==> src/rtl/mlaccel_qpi_slave.sv <==
// mlaccel_qpi_slave: QPI slave front end. Resynchronises the host nibble bus
// onto `clock`, assembles command/data bytes for the decoder and shifts reply
// bytes back out through io_do/io_oe (tristate buffers live in mlaccel_top).
// Build option: define MLACCEL_QPI_BYTECNT_EN to enable the xfer_count byte
// counter; without it xfer_count is tied to zero.
//
// state    | meaning
// ---------+---------------------------------------------------------------
// IDLE     | CSB high, pads released, waiting for a CSB fall
// RX_HI    | waiting for high nibble; with tx_mode up (and not the command
//          | byte) the rise is instead the first turnaround nibble
// RX_LO    | waiting for low nibble; byte is presented on the following cycle
// DUMMY_LO | second turnaround nibble; its rise loads and drives the TX byte
// TX_HI    | high nibble on pads; its rise switches to the low nibble
// TX_LO    | low nibble on pads; its rise ends the byte
module mlaccel_qpi_slave #(
    parameter int         SYNC_STAGES    = 2,
    parameter logic [7:0] UNDERFLOW_BYTE = 8'hFF
) (
    input  logic        clock,
    input  logic        reset,
    input  logic        qpi_csb,
    input  logic        qpi_clk,
    input  logic [3:0]  io_di,
    output logic [3:0]  io_do,
    output logic        io_oe,
    output logic        rx_valid,
    output logic [7:0]  rx_data,
    output logic        rx_first,
    output logic        rx_end,
    input  logic        tx_mode,
    input  logic        tx_valid,
    input  logic [7:0]  tx_data,
    output logic        tx_ready,
    output logic        qpi_err,
    input  logic        rx_ready,
    output logic [15:0] xfer_count
);

    typedef enum logic [2:0] {IDLE, RX_HI, RX_LO, DUMMY_LO, TX_HI, TX_LO} state_t;

    logic [SYNC_STAGES-1:0] csb_sync;
    logic [SYNC_STAGES-1:0] clk_sync;
    logic [3:0]             io_sync [SYNC_STAGES];
    logic                   csb_last;
    logic                   clk_last;
    logic                   csb_s;
    logic                   clk_s;
    logic [3:0]             io_s;
    logic                   csb_fall;
    logic                   csb_rise;
    logic                   clk_rise;

    state_t     state, state_next;
    logic       first_flag, first_next;
    logic [3:0] hi_nib, hi_next;
    logic [3:0] tx_lo, tx_lo_next;
    logic [3:0] do_next;
    logic       oe_next;
    logic       rx_valid_next;
    logic [7:0] rx_data_next;
    logic       rx_first_next;
    logic       rx_end_next;
    logic       tx_ready_c;
    logic [7:0] tx_byte;

    // Synchronisers. The CSB chain resets low so that a CSB already low when
    // reset is released is not mistaken for a fresh fall; a new transaction
    // needs CSB to go high and fall again.
    always_ff @(posedge clock) begin
        if (reset) begin
            csb_sync <= '0;
            clk_sync <= '0;
            io_sync  <= '{default: 4'h0};
            csb_last <= 1'b0;
            clk_last <= 1'b0;
        end else begin
            csb_sync <= {csb_sync[SYNC_STAGES-2:0], qpi_csb};
            clk_sync <= {clk_sync[SYNC_STAGES-2:0], qpi_clk};
            io_sync[0] <= io_di;
            for (int i = 1; i < SYNC_STAGES; i++) io_sync[i] <= io_sync[i-1];
            csb_last <= csb_sync[SYNC_STAGES-1];
            clk_last <= clk_sync[SYNC_STAGES-1];
        end
    end

    assign csb_s    = csb_sync[SYNC_STAGES-1];
    assign clk_s    = clk_sync[SYNC_STAGES-1];
    assign io_s     = io_sync[SYNC_STAGES-1];
    assign csb_fall = csb_last & ~csb_s;
    assign csb_rise = ~csb_last & csb_s;
    assign clk_rise = ~clk_last & clk_s;
    assign tx_byte  = tx_valid ? tx_data : UNDERFLOW_BYTE;
    assign tx_ready = tx_ready_c & ~reset;

    // State and datapath registers.
    always_ff @(posedge clock) begin
        if (reset) begin
            state      <= IDLE;
            first_flag <= 1'b0;
            hi_nib     <= 4'h0;
            tx_lo      <= 4'h0;
            io_do      <= 4'h0;
            io_oe      <= 1'b0;
            rx_valid   <= 1'b0;
            rx_data    <= 8'h00;
            rx_first   <= 1'b0;
            rx_end     <= 1'b0;
            qpi_err    <= 1'b0;
        end else begin
            state      <= state_next;
            first_flag <= first_next;
            hi_nib     <= hi_next;
            tx_lo      <= tx_lo_next;
            io_do      <= do_next;
            io_oe      <= oe_next;
            rx_valid   <= rx_valid_next;
            rx_data    <= rx_data_next;
            rx_first   <= rx_first_next;
            rx_end     <= rx_end_next;
            if (rx_valid && !rx_ready) qpi_err <= 1'b1;
        end
    end

    // Next-state and output decode; a CSB rise overrides any clk edge.
    always_comb begin
        state_next    = state;
        first_next    = first_flag;
        hi_next       = hi_nib;
        tx_lo_next    = tx_lo;
        do_next       = io_do;
        oe_next       = io_oe;
        rx_valid_next = 1'b0;
        rx_data_next  = rx_data;
        rx_first_next = 1'b0;
        rx_end_next   = 1'b0;
        tx_ready_c    = 1'b0;
        if (state != IDLE && csb_rise) begin
            state_next  = IDLE;
            oe_next     = 1'b0;
            do_next     = 4'h0;
            rx_end_next = 1'b1;
        end else begin
            case (state)
                IDLE: begin
                    oe_next = 1'b0;
                    if (csb_fall) begin
                        state_next = RX_HI;
                        first_next = 1'b1;
                    end
                end
                RX_HI: if (clk_rise) begin
                    if (tx_mode && !first_flag) begin
                        state_next = DUMMY_LO;
                    end else begin
                        hi_next    = io_s;
                        state_next = RX_LO;
                    end
                end
                RX_LO: if (clk_rise) begin
                    rx_data_next  = {hi_nib, io_s};
                    rx_valid_next = 1'b1;
                    rx_first_next = first_flag;
                    first_next    = 1'b0;
                    state_next    = RX_HI;
                end
                DUMMY_LO: if (clk_rise) begin
                    tx_ready_c = 1'b1;
                    do_next    = tx_byte[7:4];
                    tx_lo_next = tx_byte[3:0];
                    oe_next    = 1'b1;
                    state_next = TX_HI;
                end
                TX_HI: if (clk_rise) begin
                    do_next    = tx_lo;
                    state_next = TX_LO;
                end
                TX_LO: if (clk_rise) begin
                    if (tx_mode) begin
                        tx_ready_c = 1'b1;
                        do_next    = tx_byte[7:4];
                        tx_lo_next = tx_byte[3:0];
                        state_next = TX_HI;
                    end else begin
                        oe_next    = 1'b0;
                        do_next    = 4'h0;
                        state_next = RX_HI;
                    end
                end
                default: state_next = IDLE;
            endcase
        end
    end

`ifdef MLACCEL_QPI_BYTECNT_EN
    logic [15:0] byte_cnt;
    logic        byte_done;

    assign byte_done = clk_rise && !csb_rise && (state == RX_LO || state == TX_LO);

    // Bytes in the current transaction; cleared at CSB fall, saturating.
    always_ff @(posedge clock) begin
        if (reset) begin
            byte_cnt <= 16'h0000;
        end else if (state == IDLE && csb_fall) begin
            byte_cnt <= 16'h0000;
        end else if (byte_done && byte_cnt != 16'hFFFF) begin
            byte_cnt <= byte_cnt + 16'h0001;
        end
    end

    assign xfer_count = byte_cnt;
`else
    assign xfer_count = 16'h0000;
`endif

endmodule
==> config.mk <==
export PLATFORM = sky130hd
export DESIGN_NAME = mlaccel_qpi_slave
export DESIGN_NICKNAME = d
export VERILOG_FILES = /design/src/rtl/mlaccel_qpi_slave.sv
export SDC_FILE = /design/constraint.sdc
export NUM_CORES = 1
export LEC_CHECK = 0
export CORE_ASPECT_RATIO = 0.8
export CORE_MARGIN = 4
export CORE_UTILIZATION = 27
export DETAILED_ROUTE_END_ITERATION = 7
export GPL_TIMING_DRIVEN = 0
export SLEW_MARGIN = 25
export SYNTH_ARGS = -nofsm -noshare
export SYNTH_HDL_FRONTEND = slang
export SYNTH_SLANG_ARGS = --single-unit
==> constraint.sdc <==
create_clock -name clock -period 5.1 [get_ports clock]
set_clock_uncertainty 0.2 [all_clocks]
set_input_delay 1.02 -clock clock [delete_from_list [all_inputs] [get_ports clock]]
set_output_delay 1.02 -clock clock [all_outputs]
set_load 0.05 [all_outputs]
==> results of run 1 <==
[power breakdown]
group | switching (uW) | internal (uW) | total [uW]
clock network | 116 | 110 | 227
registers | 2.34 | 341 | 343
logic | 44.2 | 29.2 | 73.4
total | 163 | 481 | 643
[state kept, by name, indices dropped and copies added, names as in the netlist, 2 cells and up]
register  flops
clk_sync      2
csb_sync      2
hi_nib        4
io_do         4
io_s          4
io_sync       4
rx_data       8
state         3
tx_lo         4
[metal layers]
layer,track usage,routed length (um)
met4,0.02865,40
met5,0,0
met2,0.1358,1518
met1,0.1217,1659
met3,0.03348,262
[how the worst min path moves through the flow]
stage / slack (ns) / end / cells after the start / startpoint
floorplan: 0.21 / clk_sync[1] / 1 / clk_sync[0]
global placement: 0.22 / io_s[1] / 1 / io_sync[5]
detailed placement: 0.22 / io_s[1] / 1 / io_sync[5]
CTS: 0.24 / io_s[1] / 1 / io_sync[5]
global route: 0.26 / io_s[0] / 1 / io_sync[4]
finish: 0.24 / clk_sync[1] / 1 / clk_sync[0]
[cell type report]
class | instances | area (sq um)
Timing Repair Buffer | 35 | 350.3
Inverter | 7 | 26.28
Clock inverter | 2 | 16.27
Multi-Input combinational cell | 126 | 820.8
Sequential cell | 43 | 860.8
Fill cell | 635 | 4045
Tap cell | 84 | 105.1
Buffer | 24 | 166.4
Clock buffer | 6 | 82.58
[cells in the final DEF, fill, tap and decap left out, types with 2 or more instances in the layout]
master / count
dfxtp_1: 43
clkdlybuf4s50_1: 35
nor2_1: 22
buf_4: 18
nor2b_1: 17
conb_1: 16
mux2i_1: 12
a21oi_1: 10
nand2b_1: 8
inv_1: 6
clkbuf_8: 6
o21ai_0: 5
clkbuf_1: 4
a311oi_1: 4
a211oi_1: 3
nand2_1: 3
a22oi_1: 3
nand3b_4: 2
nor3_1: 2
[worst max-delay path: stages]
cell and delay, ns:
clkdlybuf4s50_1 0.62, nand3b_4 0.13, a211oi_1 0.27, clkdlybuf4s50_1 0.85
[cells by family after synthesis]
kind of cell | Yosys count | share of synthesized area
AO/OA/AOI/OAI | 35 | 0.1459
buffers and inverters | 31 | 0.1060
AND/OR/NAND/NOR | 63 | 0.2065
flip-flops | 43 | 0.4735
multiplexers | 12 | 0.06607
other | 1 | 0.002063
[metrics by stage]
stage                     hold WS [ns]  total power [uW]  instance area (sq um)    util  worst slack (ns)
after floorplan                 0.2138             405.2                   1874       -             1.277
after global placement          0.2208             424.4                   2330  0.3599            0.9687
after detailed placement        0.2231             424.5                   2330  0.3599            0.9486
after CTS                       0.2437             655.6                   2429  0.3751            0.9481
after global routing            0.2590             674.9                   2429  0.3751            0.8939
final                           0.2394             643.3                   2429  0.3751            0.9909
==> results.ini, run 1 <==
[setup_path]
cp.required_ns = 3.88
reg2regPathDepth = 5
cp-end-kind = output port
r2r_end = hi_nib[2]
crit_type = input pin to output port
arrival_ns = 2.89
worstSetupStartpoint = tx_mode
worstSetupStartpointType = input pin
r2r-start = state[0]
crit_end = tx_ready
cp_max_fo = 6
r2r_slack_ns = 3.31

[synthesis]
yosys-top-cells-count = dfxtp_1 (43), nor2_1 (22), buf_4 (18)
yosysWarnings = 0
yosys.cell_count.top_type = dfxtp_1
synth_area_leaders = dfxtp_1 (47%), buf_4 (7.4%), mux2i_1 (6.6%)
syn_avg_cell_area_sq_um = 9.827
synthFlopType = dfxtp_1
synth_edf_count = 0
synth-seq-cells = 43
synth-async-reset-ratio = 0
yosysTopAreaCell = dfxtp_1
synth_cell_types = 39
yosys.area.top_type_share = 0.4735
synth_area_sq_um = 1818
netlist_instances = 185
seq_area_frac_synth = 0.4735

[floorplan]
fp.dieW_um = 99.74
row_count = 26
core-area_sq_um = 6474
ios = 53
start_util = 0.2808
die_y_um = 81.40
dieArea_sq_um = 8118

[global_route]
grt_max_degree = 15
antenna_found_initial = 0
overflow = 0
grt_usage = 0.09094
grt_pass1_vias = 1249
grt_first_pass_wirelength_um = 5816

[clock_tree]
clockBufferDepth = 2
clkLatencyLatePin_ns = 0.29
cts_resized = 0
cts_root_buffer = clkbuf_8
holdBufCountCts = 0
h-tree-depth = 2
post-cts-setup-buffer-count = 0
clkTransAtPathRegs_ns = 0.08
clock_sink_count = 43
cts_buffers = 5
cts_tree = done

[routing]
route.vias.total = 1335
wirelength_um = 3480
vias_per_cell = 4.083
dr.pass1.iters = 4
drc = 0
postRouteAntennaNets = 0
drt_iter0_drc = 76
wl_per_cell_um = 10.64

[power_and_ir_drop]
leakage_uw = 0.0009648
power.density_nw_per_um2 = 264.9
irDropWorstVdd_mv = 0.1174

[timing]
worst_pin_slew_ns = 0.5150
hold_viol_final = 0
finalSetupViolCount = 0
fmaxAchievable_mhz = 243.4
slew_headroom = 0.6566
fin_crit_ns = 4.109
rsz0062_at_grt = false
period_share = 0.8057
slew_violations = 0
setup_tns_ns = 0

[run_status]
status = complete, no violations

[run]
drv_cap = 0

[layout]
instances_no_fill = 327
drive_above_1_share = 0.1605
area_growth_syn_to_layout_pct = 33.59
nets = 261
diodes = 0

[min_path]
hp-class = flip-flop to flip-flop

[placed_design]
place.gp.congestion = 0.7573
dpl.hpwl_um = 2614
place_inst = 319
numPortBuffers = 35

Note: power is estimated with default switching activity, not from simulation.
==> inputs of run 2 (changes only) <==
Clock period 5.1 ns to 4 ns, I/O delays scaled along.
==> results of run 2 <==
The final DEF is identical to that of run 1. Status: complete, no violations.
Main changes from that run: setup slack after placement 0.9486 ns -> 0.2886 ns; setup slack after layout 0.9909 ns -> 0.3309 ns; register-to-register setup slack 3.31 ns -> 2.21 ns; total power 643.3 uW -> 820.2 uW; worst IR drop on VDD 0.1174 mV -> 0.1497 mV
